`config.mk`:
```
export PLATFORM = sky130hd
export DESIGN_NAME = prml_encoder_flat
export DESIGN_NICKNAME = d
export VERILOG_FILES = /design/src/rtl/prml_pkg.sv /design/src/rtl/prml_encoder_if.sv /design/src/rtl/prml_encoder_precoder.sv /design/src/rtl/prml_encoder.sv /design/src/flat_wrapper.sv
export SDC_FILE = /design/constraint.sdc
export NUM_CORES = 1
export LEC_CHECK = 0
export CORE_ASPECT_RATIO = 0.8
export CORE_MARGIN = 2
export CORE_UTILIZATION = 48
export DETAILED_ROUTE_END_ITERATION = 7
export PLACE_DENSITY = 0.83
export SLEW_MARGIN = 20
export SYNTH_ARGS = -nofsm -noshare
export SYNTH_HDL_FRONTEND = slang
export SYNTH_SLANG_ARGS = --single-unit
```
`constraint.sdc`:
```
create_clock -name clk -period 4.1 [get_ports clk]
set_input_delay 0.82 -clock clk [delete_from_list [all_inputs] [get_ports clk]]
set_output_delay 0.82 -clock clk [all_outputs]
set_load 0.02 [all_outputs]
```
`src/rtl/prml_pkg.sv`:
```
// Shared PRML definitions: framing FSM state encoding and PR4 symbol codes.
// The prml_decoder debug decode uses the same symbol enum.
package prml_pkg;

   typedef enum logic [2:0] {
      ST_IDLE      = 3'd0,
      ST_PREAMBLE  = 3'd1,
      ST_SYNC      = 3'd2,
      ST_DATA      = 3'd3,
      ST_POSTAMBLE = 3'd4
   } prml_state_e;

   typedef enum logic [1:0] {
      SYM_NEG2 = 2'd0,
      SYM_ZERO = 2'd1,
      SYM_POS2 = 2'd2
   } pr4_sym_e;

   localparam int CNT_W = 8;

   // Field counters are loaded with LEN-1 and run down to zero.
   function automatic logic [CNT_W-1:0] len_to_cnt(input int len);
      return CNT_W'(len - 1);
   endfunction

endpackage

```
`src/rtl/prml_encoder_if.sv`:
```
// Bit-stream input handshake and channel-sample output of the PR4 encoder.
interface prml_encoder_if #(
   parameter int SAMPLE_WIDTH = 10
) ();
   logic                           bit_in;
   logic                           bit_valid;
   logic                           bit_last;
   logic                           bit_ready;
   logic signed [SAMPLE_WIDTH-1:0] sample_out;
   logic                           sample_valid;

   modport master (
      output bit_in, bit_valid, bit_last,
      input  bit_ready, sample_out, sample_valid
   );

   modport slave (
      input  bit_in, bit_valid, bit_last,
      output bit_ready, sample_out, sample_valid
   );
endinterface

```
`src/rtl/prml_encoder_precoder.sv`:
```
// 1/(1^D^2) precoder with PR4 target: holds b[n-1], b[n-2] and maps d to a
// ternary symbol code. clr restarts the history for a new frame.
module pr4_precoder
   import prml_pkg::*;
(
   input  logic     clk,
   input  logic     reset_n,
   input  logic     clr,
   input  logic     sym_stb,
   input  logic     d,
   output pr4_sym_e sym
);
   logic b_m1, b_m2, b;

   assign b = d ^ b_m2;

   // d=0 means b repeats b[n-2], so x[n]-x[n-2] is zero.
   always_comb begin
      sym = SYM_ZERO;
      if (d) sym = b ? SYM_POS2 : SYM_NEG2;
   end

   always_ff @(posedge clk) begin
      if (!reset_n || clr) begin
         b_m1 <= 1'b0;
         b_m2 <= 1'b0;
      end else if (sym_stb) begin
         b_m2 <= b_m1;
         b_m1 <= b;
      end
   end
endmodule

```
`src/rtl/prml_encoder.sv`:
```
// PR4 write-path encoder: frames a bit stream with preamble/sync/postamble,
// precodes it and emits one registered signed channel sample per symbol.
module prml_encoder
   import prml_pkg::*;
#(
   parameter int          SAMPLE_WIDTH  = 10,
   parameter int          PREAMBLE_LEN  = 32,
   parameter int          SYNC_LEN      = 8,
   parameter logic [15:0] SYNC_PATTERN  = 16'h00A1,
   parameter int          POSTAMBLE_LEN = 8
) (
   input  logic                           clk,
   input  logic                           reset_n,
   input  logic                           enable,
   input  logic                           start,
   prml_encoder_if.slave                  bus,
   input  logic signed [SAMPLE_WIDTH-1:0] level_neg2,
   input  logic signed [SAMPLE_WIDTH-1:0] level_zero,
   input  logic signed [SAMPLE_WIDTH-1:0] level_pos2,
   output logic                           busy,
   output logic                           frame_done,
   output logic [2:0]                     state_out
);
   prml_state_e                    state, state_nxt;
   logic [CNT_W-1:0]               cnt, cnt_nxt;
   logic                           sym_stb, d, clr, done_nxt;
   pr4_sym_e                       sym;
   logic signed [SAMPLE_WIDTH-1:0] level;

   assign bus.bit_ready = enable && (state == ST_DATA);
   assign busy          = (state != ST_IDLE);
   assign state_out     = state;

   pr4_precoder u_precoder (
      .clk     (clk),
      .reset_n (reset_n),
      .clr     (clr),
      .sym_stb (sym_stb),
      .d       (d),
      .sym     (sym)
   );

   always_comb begin
      state_nxt = state;
      cnt_nxt   = cnt;
      sym_stb   = 1'b0;
      d         = 1'b0;
      clr       = 1'b0;
      done_nxt  = 1'b0;
      if (enable) begin
         unique case (state)
            ST_IDLE: if (start) begin
               state_nxt = ST_PREAMBLE;
               cnt_nxt   = len_to_cnt(PREAMBLE_LEN);
               clr       = 1'b1;
            end
            ST_PREAMBLE: begin
               sym_stb = 1'b1;
               d       = 1'b1;
               if (cnt == '0) begin
                  state_nxt = ST_SYNC;
                  cnt_nxt   = len_to_cnt(SYNC_LEN);
               end else cnt_nxt = cnt - 1'b1;
            end
            // The down-counter doubles as the MSB-first bit index.
            ST_SYNC: begin
               sym_stb = 1'b1;
               d       = SYNC_PATTERN[cnt[3:0]];
               if (cnt == '0) state_nxt = ST_DATA;
               else           cnt_nxt   = cnt - 1'b1;
            end
            ST_DATA: if (bus.bit_valid) begin
               sym_stb = 1'b1;
               d       = bus.bit_in;
               if (bus.bit_last) begin
                  state_nxt = ST_POSTAMBLE;
                  cnt_nxt   = len_to_cnt(POSTAMBLE_LEN);
               end
            end
            ST_POSTAMBLE: begin
               sym_stb = 1'b1;
               if (cnt == '0) begin
                  state_nxt = ST_IDLE;
                  done_nxt  = 1'b1;
               end else cnt_nxt = cnt - 1'b1;
            end
            default: state_nxt = ST_IDLE;
         endcase
      end
   end

   always_comb begin
      unique case (sym)
         SYM_NEG2: level = level_neg2;
         SYM_POS2: level = level_pos2;
         default:  level = level_zero;
      endcase
   end

   always_ff @(posedge clk) begin
      if (!reset_n) begin
         state            <= ST_IDLE;
         cnt              <= '0;
         bus.sample_out   <= '0;
         bus.sample_valid <= 1'b0;
         frame_done       <= 1'b0;
      end else begin
         state            <= state_nxt;
         cnt              <= cnt_nxt;
         bus.sample_valid <= sym_stb;
         frame_done       <= done_nxt;
         if (sym_stb) bus.sample_out <= level;
      end
   end
endmodule
```
`src/flat_wrapper.sv`:
```
// flat-port wrapper written by rule: the top's interface ports become plain ports
module prml_encoder_flat import prml_pkg::*;
#(
   parameter int          SAMPLE_WIDTH  = 10,
   parameter int          PREAMBLE_LEN  = 32,
   parameter int          SYNC_LEN      = 8,
   parameter logic [15:0] SYNC_PATTERN  = 16'h00A1,
   parameter int          POSTAMBLE_LEN = 8
)
  (clk, reset_n, enable, start, level_neg2, level_zero, level_pos2, busy, frame_done, state_out, bus_bit_in, bus_bit_valid, bus_bit_last, bus_bit_ready, bus_sample_out, bus_sample_valid);
  prml_encoder_if #(.SAMPLE_WIDTH(SAMPLE_WIDTH)) bus_i ();
  input  logic clk;
  input  logic reset_n;
  input  logic enable;
  input  logic start;
  input  logic signed [SAMPLE_WIDTH-1:0] level_neg2;
  input  logic signed [SAMPLE_WIDTH-1:0] level_zero;
  input  logic signed [SAMPLE_WIDTH-1:0] level_pos2;
  output logic busy;
  output logic frame_done;
  output logic [2:0] state_out;
  input wire logic [$bits(bus_i.bit_in)-1:0] bus_bit_in;
  input wire logic [$bits(bus_i.bit_valid)-1:0] bus_bit_valid;
  input wire logic [$bits(bus_i.bit_last)-1:0] bus_bit_last;
  output wire logic [$bits(bus_i.bit_ready)-1:0] bus_bit_ready;
  output wire logic [$bits(bus_i.sample_out)-1:0] bus_sample_out;
  output wire logic [$bits(bus_i.sample_valid)-1:0] bus_sample_valid;
  assign bus_i.bit_in = bus_bit_in;
  assign bus_i.bit_valid = bus_bit_valid;
  assign bus_i.bit_last = bus_bit_last;
  assign bus_bit_ready = bus_i.bit_ready;
  assign bus_sample_out = bus_i.sample_out;
  assign bus_sample_valid = bus_i.sample_valid;
  prml_encoder #(.SAMPLE_WIDTH(SAMPLE_WIDTH), .PREAMBLE_LEN(PREAMBLE_LEN), .SYNC_LEN(SYNC_LEN), .SYNC_PATTERN(SYNC_PATTERN), .POSTAMBLE_LEN(POSTAMBLE_LEN)) u_core (.clk(clk), .reset_n(reset_n), .enable(enable), .start(start), .bus(bus_i), .level_neg2(level_neg2), .level_zero(level_zero), .level_pos2(level_pos2), .busy(busy), .frame_done(frame_done), .state_out(state_out));
endmodule
```
After elaboration in Yosys (flattened, before gate mapping)
Memories as Yosys holds them, arrays and structs flattened. A register that Yosys moved wholly into a read port is not among the register bits.
Index checks and enable logic that the tools add are counted.
{"block": "word_totals", "reg_bits": 25, "romBits": 16, "in_bits": 37, "out_inout_bits": 17, "elab_cells": 65, "mem_count": 1}
{"block": "classes", "addsub": 1, "order_cmp": 1, "eq_ne": 12, "mux": 29, "bitwise": 1, "reduce_logical": 13}
{"memory": "(name not given)", "depth": 16, "word_bits": 1, "read_ports": 1, "rd_clocked_by_memory_dff": 1, "wr": 0, "line_no": "prml_encoder.sv:68", "rtl": "d = SYNC_PATTERN[cnt[3:0]];"}
{"operator": "$mux W8", "n": 5}
{"operator": "$pmux W8 S4", "n": 1}
{"operator": "$pmux W10 S2", "n": 1}
{"operator": "$mux W3", "n": 6}
{"operator": "$pmux W3 S5", "n": 1}
{"operator": "$mux W1", "n": 9}
{"operator": "$logic_not A8 Y1", "n": 1}
{"operator": "$mux W4", "n": 2}
{"operator": "$ne A2 B2 Y1 const B", "n": 4}
{"operator": "$sub A8 B1 Y8 const B", "n": 1}
{"operator": "$reduce_and A7 Y1", "n": 1}
{"operator": "$eq A3 B2 Y1 const B", "n": 2}
{"operator": "$ne A2 B1 Y1 const B", "n": 3}
{"operator": "$reduce_and A6 Y1", "n": 1}
{"operator": "$lt A4 B5 Y1 const B", "n": 1}
{"operator": "$mux W2", "n": 2}
{"operator": "$reduce_bool A4 Y1", "n": 1}
{"operator": "$eq A3 B1 Y1 const B", "n": 1}
{"operator": "$eq A3 B3 Y1 const B", "n": 1}
{"operator": "$logic_not A3 Y1", "n": 1}
{"operator": "$pmux W1 S3", "n": 1}
{"operator": "$reduce_and A3 Y1", "n": 1}
{"operator": "$reduce_bool A3 Y1", "n": 1}
{"operator": "$reduce_or A3 Y1", "n": 1}
{"operator": "other kinds (8)", "n": 8}

Logic depth before layout (Yosys ltp)
Gate-level depths: netlist (run 1).
{"block": "depth", "depth_word": 9, "mapped_depth": 9}

Hierarchy
From an unflattened synthesis (run 1), not the netlist that was laid out.
{"block": "unflattened", "cells_unflattened": 203, "area_unflattened_um2": 1602.8}
{"mod": "prml_encoder", "instances": 1, "cells_each": 193, "area_each_um2": 1498.9}
{"mod": "pr4_precoder", "instances": 1, "cells_each": 10, "area_each_um2": 103.8}

Worst setup path before layout (run 1)
Ideal clock, no wire load.
{"block": "synth_path", "kind": "reg2reg", "start": "register u_core.cnt[0]", "end": "register (tool-made name)", "setup_ns": 0.070, "arrival_time_ns": 2.102, "path_slack_ns": 1.928, "stages_incl_launch_ff": 10, "n_path_buf": 1, "cell_sequence": "dfxtp_1 > inv_1 > ha_1 > or3b_2 > or2_1 > buf_6 > a21oi_2 > o31ai_2 > or3_1 > a21oi_1"}
{"item": "start, declared", "line_no": "prml_encoder.sv:25", "rtl": "logic [CNT_W-1:0] cnt, cnt_nxt;"}
{"item": "start signal, assigned", "line_no": "prml_encoder.sv:109", "rtl": "cnt <= cnt_nxt;"}

Worst setup path in the final report (run 1)
{"block": "layout_path", "start": "input enable", "end": "output bus_bit_ready"}
{"block": "layout_between", "elab_chain_len": 1}
{"item": "start, declared", "line_no": "flat_wrapper.sv:14", "rtl": "input logic enable;"}
{"item": "$logic_and A1 B1 Y1", "line_no": "prml_encoder.sv:30", "rtl": "assign bus.bit_ready = enable && (state == ST_DATA);"}
{"item": "end, declared", "line_no": "flat_wrapper.sv:25", "rtl": "output wire logic [$bits(bus_i.bit_ready)-1:0] bus_bit_ready;"}
No other way between the ends.

==> run metrics, run 1 <==
htree depth 1; final non-filler cell total 264; synth cell count leaders 26 x dfxtp_1, 20 x nand2_1, 12 x nor2_1, 12 x o211a_1, 11 x nand3_1; area of the core 2850 µm²; PortBufs 53; DP Cell Count 260; setup TNS 0 ps; Design Area, Final 2070 µm²; post_cts resized 0; WL/cell about 15 µm; Comb pwr share 32.6%; YS warnings 0; startpoint types input pin; gpl congestion 0.876; reg2reg setup slack 1650 ps; layout cells sized above 1 5.75%; Synth-to-Final Area Change 40.1%; unrepaired setup endpoints after global routing no; full die area ~3500 µm²; Synth Cell Area 1480 µm²; Seq/Total Area, Yosys 35.2%; switch share a little under a third; syn nets 220; Slew Viols, Final 0; Max clock buf depth 2; clock root buffer master clkbuf_8; Setup CP Type in -> out; Congestion Overflow GR 0; crit path capture bus_bit_ready; CP max FO 4; status finished, final reports clean; worst r2r src u_core.cnt[0]; Sw Pwr 216 µW; Overall Power 686 µW; GRT Util Overall between 20% and 30%; DR iter-0 viols 102; top post-synthesis cells by area dfxtp_1 35%, o211a_1 8.1%, a22oi_1 5.1%, nand2_1 5.1%, nand3_1 3.7%; vias per cell 5.75; DIE WIDTH 66.0 µm; design internal power about 470 µW; FF-to-FF path depth 8; Yosys cell types between 40 and 50; data required time of the worst path 3280 ps; CTS tree built; relative max-transition margin 43.9%; Post-synth EDFFs 0; Synth area leader dfxtp_1; Pre-antenna DRT Iters 4; first-pass GRT wire length 6030 µm; Die Ht 53.6 µm; Final Skew 3.66 ps; antenna cells 0; nets 268; PwrDens approximately 330 nW/µm²; largest net degree at the start of global routing 25; Slew @ Worst Pin 842 ps; CTS Buf Count 3; clk sinks 26; sequential power share 43.2%; Async SR Flop Fraction 0%; ys flop type dfxtp_1; starting density of the core 51.8%; Clock Latency Late Sink 270 ps; Yosys top cell area share 35.2%; vias between 1,500 and 2,000; final worst-path cycle share 73.3%; worst ir drop on vdd 0.307 mV; HPWL after detailed placement a little under 3000 µm; post-synthesis register bit count 26; Placed Instance Area 2010 µm²; hold_buf cts 0; kind of end point of the critical path output port; fmax 333 MHz; Clk pwr share between 20% and 30%; Post-Route WL 3940 µm; Syn Area/Cell 8.26 µm²; vias in the first global route 1,346; clock slew at reported path FFs 90 ps; final setup fails 0; Worst Path Arrival ~2200 ps; Hold Slack 504 ps; Syn Inst Count 179; hold_sp u_core.bus.sample_out[0]; antenna-violating nets left 0; fin crit period roughly 3000 ps; I/O pin total 54; max_cap viols 0; Critical Path Source enable; post-CTS setup buffer count 0; Hold Fails Final Rpt 0; top-count cell post-synth dfxtp_1; worst min-delay path class reg -> reg; residual DRC count 0; cell row count 17; initial antenna violation count 0; leakage power approximately 0.00091 µW
==> critical path: stages <==
cell and delay [ps]:
clkdlybuf4s50_1 540, nand2b_1 110, nor2_1 110, clkdlybuf4s50_1 610
==> power groups by stage <==
stage | registers, µW | clock network (µW) | logic, µW
after floorplan | 310 | 0 | 125
after global placement | 300 | 0 | 214
after global routing | 299 | 180 | 243
final | 296 | 166 | 223
after CTS | 296 | 170 | 222
after detailed placement | 301 | 0 | 221
==> kinds of logic (layout without fill, tap and decap cells) <==
| logic type | Yosys count | after routing | share of synthesized area [%] |
|---|---|---|---|
| mux | 2 | 2 | 1.35 |
| fa+ha+maj | 4 | 4 | 3.39 |
| buf+inv | 18 | 65 | 5.08 |
| flops | 26 | 26 | 35.2 |
| compound gates | 62 | 62 | 32.4 |
| xor+xnor | 1 | 1 | 0.593 |
| simple gates | 66 | 66 | 21.9 |
==> worst min path at each step <==
stage	end	slack, ps	cells after the start
final	u_core.bus.sample_out[0]	500	1
after floorplan	u_core.u_precoder.b_m2	460	2
after CTS	u_core.bus.sample_out[0]	510	1
after global placement	u_core.u_precoder.b_m2	480	2
after detailed placement	u_core.bus.sample_out[0]	490	1
after global routing	u_core.bus.sample_out[5]	510	1
==> cell usage in the layout, fill, tap and decap left out, types with 2 or more instances in the layout <==
master and n:
a21boi_0 2, a21boi_1 2, a21o_1 3, a21oi_1 9
a22oi_1 10, clkbuf_8 4, clkdlybuf4s50_1 53, dfxtp_1 26
ha_1 4, inv_1 7, mux2i_1 2, nand2_1 20
nand3_1 11, nor2_1 12, nor2b_1 3, nor3_1 3
nor4_1 2, o211a_1 12, o211ai_1 4, o21ai_0 10
or2_2 3, or3_1 3, or4_1 2
==> cell type report <==
cell class / count / area (µm²)
fill: 227 / 781
sequential: 26 / 520
timing repair buffer: 54 / 538
clock buffer: 4 / 55.1
tap: 38 / 47.5
multi-input combinational: 135 / 882
inverter: 7 / 26.3
==> sequential cells by signal, indices dropped and copies added (netlist names), named ones only <==
name	cells
u_core.cnt	8
u_core.state_out	3
u_core.u_precoder.b_m2	1
u_core.u_precoder.b_m1	1
u_core.bus.sample_valid	1
u_core.frame_done	1
u_core.bus.sample_out	10
==> per-stage QoR <==
step	utilization [%]	worst slack, ps
final	72.6	1100
after global routing	72.6	1050
after CTS	72.6	1100
after detailed placement	70.7	1090
after global placement	70.7	1150
after floorplan	-	1930
==> metal layers <==
metal,GRT usage (%),up-vias,wire length [µm],share of wire [%]
met5,0,-,0,0
met4,5.44,0,17,0.43
met3,5.23,2,171,4.3
met2,37.9,41,1960,50
met1,28.9,715,1790,45
li1,-,759,-,-
(Power assumes the default switching activity.)
==> run 2, diff against run 1 <==
Settings changed: CORE_UTILIZATION 48 to 40, PLACE_DENSITY 0.83 to 0.74.
Clock period 4.1 ns to 2.48 ns, I/O delays scaled along.
==> run metrics, run 2 (synthesized netlist as in run 1, its figures left out) <==
status finished, final reports clean (unchanged); worst min-delay path class reg -> reg (unchanged); Largest register FFs 10 (unchanged); antenna cells 0 (unchanged); DR iter-0 viols 104 (was 102); commonest non-fill, non-tap cell in the layout clkdlybuf4s50_1 (unchanged); Die Ht 58.4 µm (was 53.6 µm); starting density of the core 42.3% (was 51.8%); CTS tree built (unchanged); Hold Fails Final Rpt 0 (unchanged); hold_buf cts 0 (unchanged); vias in the first global route 1,313 (was 1,346); layout cells sized above 1 9.75% (was 5.75%); htree depth 1 (unchanged); Metal-1 WL 2000 µm (was 1790 µm); area of the core 3490 µm² (was 2850 µm²); clock root buffer master clkbuf_8 (unchanged); relative max-transition margin 53.4% (was 43.9%); Crit path top cell by count clkdlybuf4s50_1 (unchanged); Pre-antenna DRT Iters 4 (unchanged); Synth-to-Final Area Change 45.0% (was 40.1%); Final Util 61.3% (was 72.6%); vias 1,510 (was 1,517); Clock Latency Late Sink 270 ps (about the same); DIE WIDTH 72.0 µm (was 66.0 µm); Congestion Overflow GR 0 (unchanged); startpoint types input pin (unchanged); fmax 426 MHz; unrepaired setup endpoints after global routing no (unchanged); residual DRC count 0 (unchanged); clock slew at reported path FFs 80 ps (was 90 ps); met2 WL 1770 µm (was 1960 µm); setup TNS 0 ps (unchanged); CP max FO 4 (unchanged); initial antenna violation count 0 (unchanged); Slew Viols, Final 0 (unchanged); gpl congestion 0.927 (was 0.876); nets 279 (was 268); I/O pin total 54 (unchanged); DR top layer met4 (unchanged); Final Skew 3.47 ps (was 3.66 ps); GRT Util Overall 18.8% (was 22.2%); routed length on met3 204 µm (was 171 µm); fin crit period 2340 ps; CP peak stage delay 610 ps (about the same); final worst-path cycle share between 90% and 100%; Max clock buf depth 2 (unchanged); cell row count 19 (was 17); commonest non-fill, non-tap cells in the layout 53 x clkdlybuf4s50_1, 26 x dfxtp_1, 20 x nand2_1 (was 53 x clkdlybuf4s50_1, 26 x dfxtp_1, 20 x nand2_1, 12 x nor2_1, 12 x o211a_1); Slowest-stage cell, CP clkdlybuf4s50_1 (unchanged); clk sinks 26 (unchanged); post-CTS setup buffer count 0 (unchanged); first-pass GRT wire length 6290 µm (was 6030 µm); post_cts resized 0 (unchanged); PortBufs 53 (unchanged); worst ir drop on vdd 0.330 mV (was 0.307 mV); antenna-violating nets left 0 (unchanged); largest net degree at the start of global routing 25 (unchanged); HPWL after detailed placement 3080 µm (was 2970 µm); fillers 311 (was 227); CTS Buf Count 3 (unchanged); Worst Path Arrival 1850 ps (was 2180 ps); kind of end point of the critical path output port (unchanged); WL/cell 14.3 µm (was 14.9 µm); PwrDens 524 nW/µm² (was 331 nW/µm²); vias per cell 5.43 (was 5.75); max_cap viols 0 (unchanged); data required time of the worst path 1980 ps (was 3280 ps); final setup fails 0 (unchanged); full die area 4200 µm² (was 3540 µm²); Largest Register u_core.bus.sample_out (unchanged); Post-Route WL 3990 µm (was 3940 µm); Slew @ Worst Pin 692 ps (was 842 ps); leakage power 0.000953 µW (was 0.000905 µW); CP cell instances clkdlybuf4s50_1 -> nand2b_1 -> nor2_1 -> clkdlybuf4s50_1 (unchanged); Setup CP Type in -> out (unchanged)
-- run 2: changes by cell type in the layout (fill, tap and decap cells not counted), sizes merged --
cell    before  now
clkbuf       4    3
buf          1   12
-- run 2: report_power, final --
group	switching [µW]	total (µW)	internal, µW
Sequential	28.0	483	455
Combinational	200	400	200
Clock	131	240	109
Total	359	1120	764
-- run 2: worst max-delay path: cells and delay by family --
family	cells	cell delay, ps
buffers and inverters	2	1140
AND/OR/NAND/NOR	2	220
-- run 2: cell type report --
cell class | count | area [µm²] | share of cell area, %
clock buffer | 3 | 41.3 | 1.93
sequential | 26 | 520 | 24.3
multi-input combinational | 135 | 882 | 41.2
tap | 42 | 52.6 | 2.45
timing repair buffer | 65 | 621 | 29.0
inverter | 7 | 26.3 | 1.23
-- run 2: metal layers --
| layer | up-vias | global-route usage [%] |
|---|---|---|
| li1 | 776 | - |
| met1 | 696 | 27.3 |
| met2 | 36 | 28.6 |
| met3 | 2 | 4.97 |
| met4 | 0 | 3.50 |
| met5 | - | 0 |
-- run 2: path summary, 6_finish.rpt --
kind | startpoint | end | slack (ps) | cells past startpoint
max | enable | bus_bit_ready | 140 | 4
min reg2reg | u_core.bus.sample_out[1] | u_core.bus.sample_out[1] | 500 | 1
min | u_core.bus.sample_out[1] | u_core.bus.sample_out[1] | 500 | 1
max reg2reg | u_core.cnt[1] | register | 160 | 8
-- run 2: metrics by stage --
step	worst slack (ps)	instances	hold WS [ps]	area [µm²]	total power, µW
finish	135	278	505	2140	1120
global route	9.42	278	528	2140	1190
CTS	141	278	511	2140	1130
detailed placement	77.6	275	490	2100	890
global placement	153	275	477	2100	886
floorplan	308	179	464	1480	720
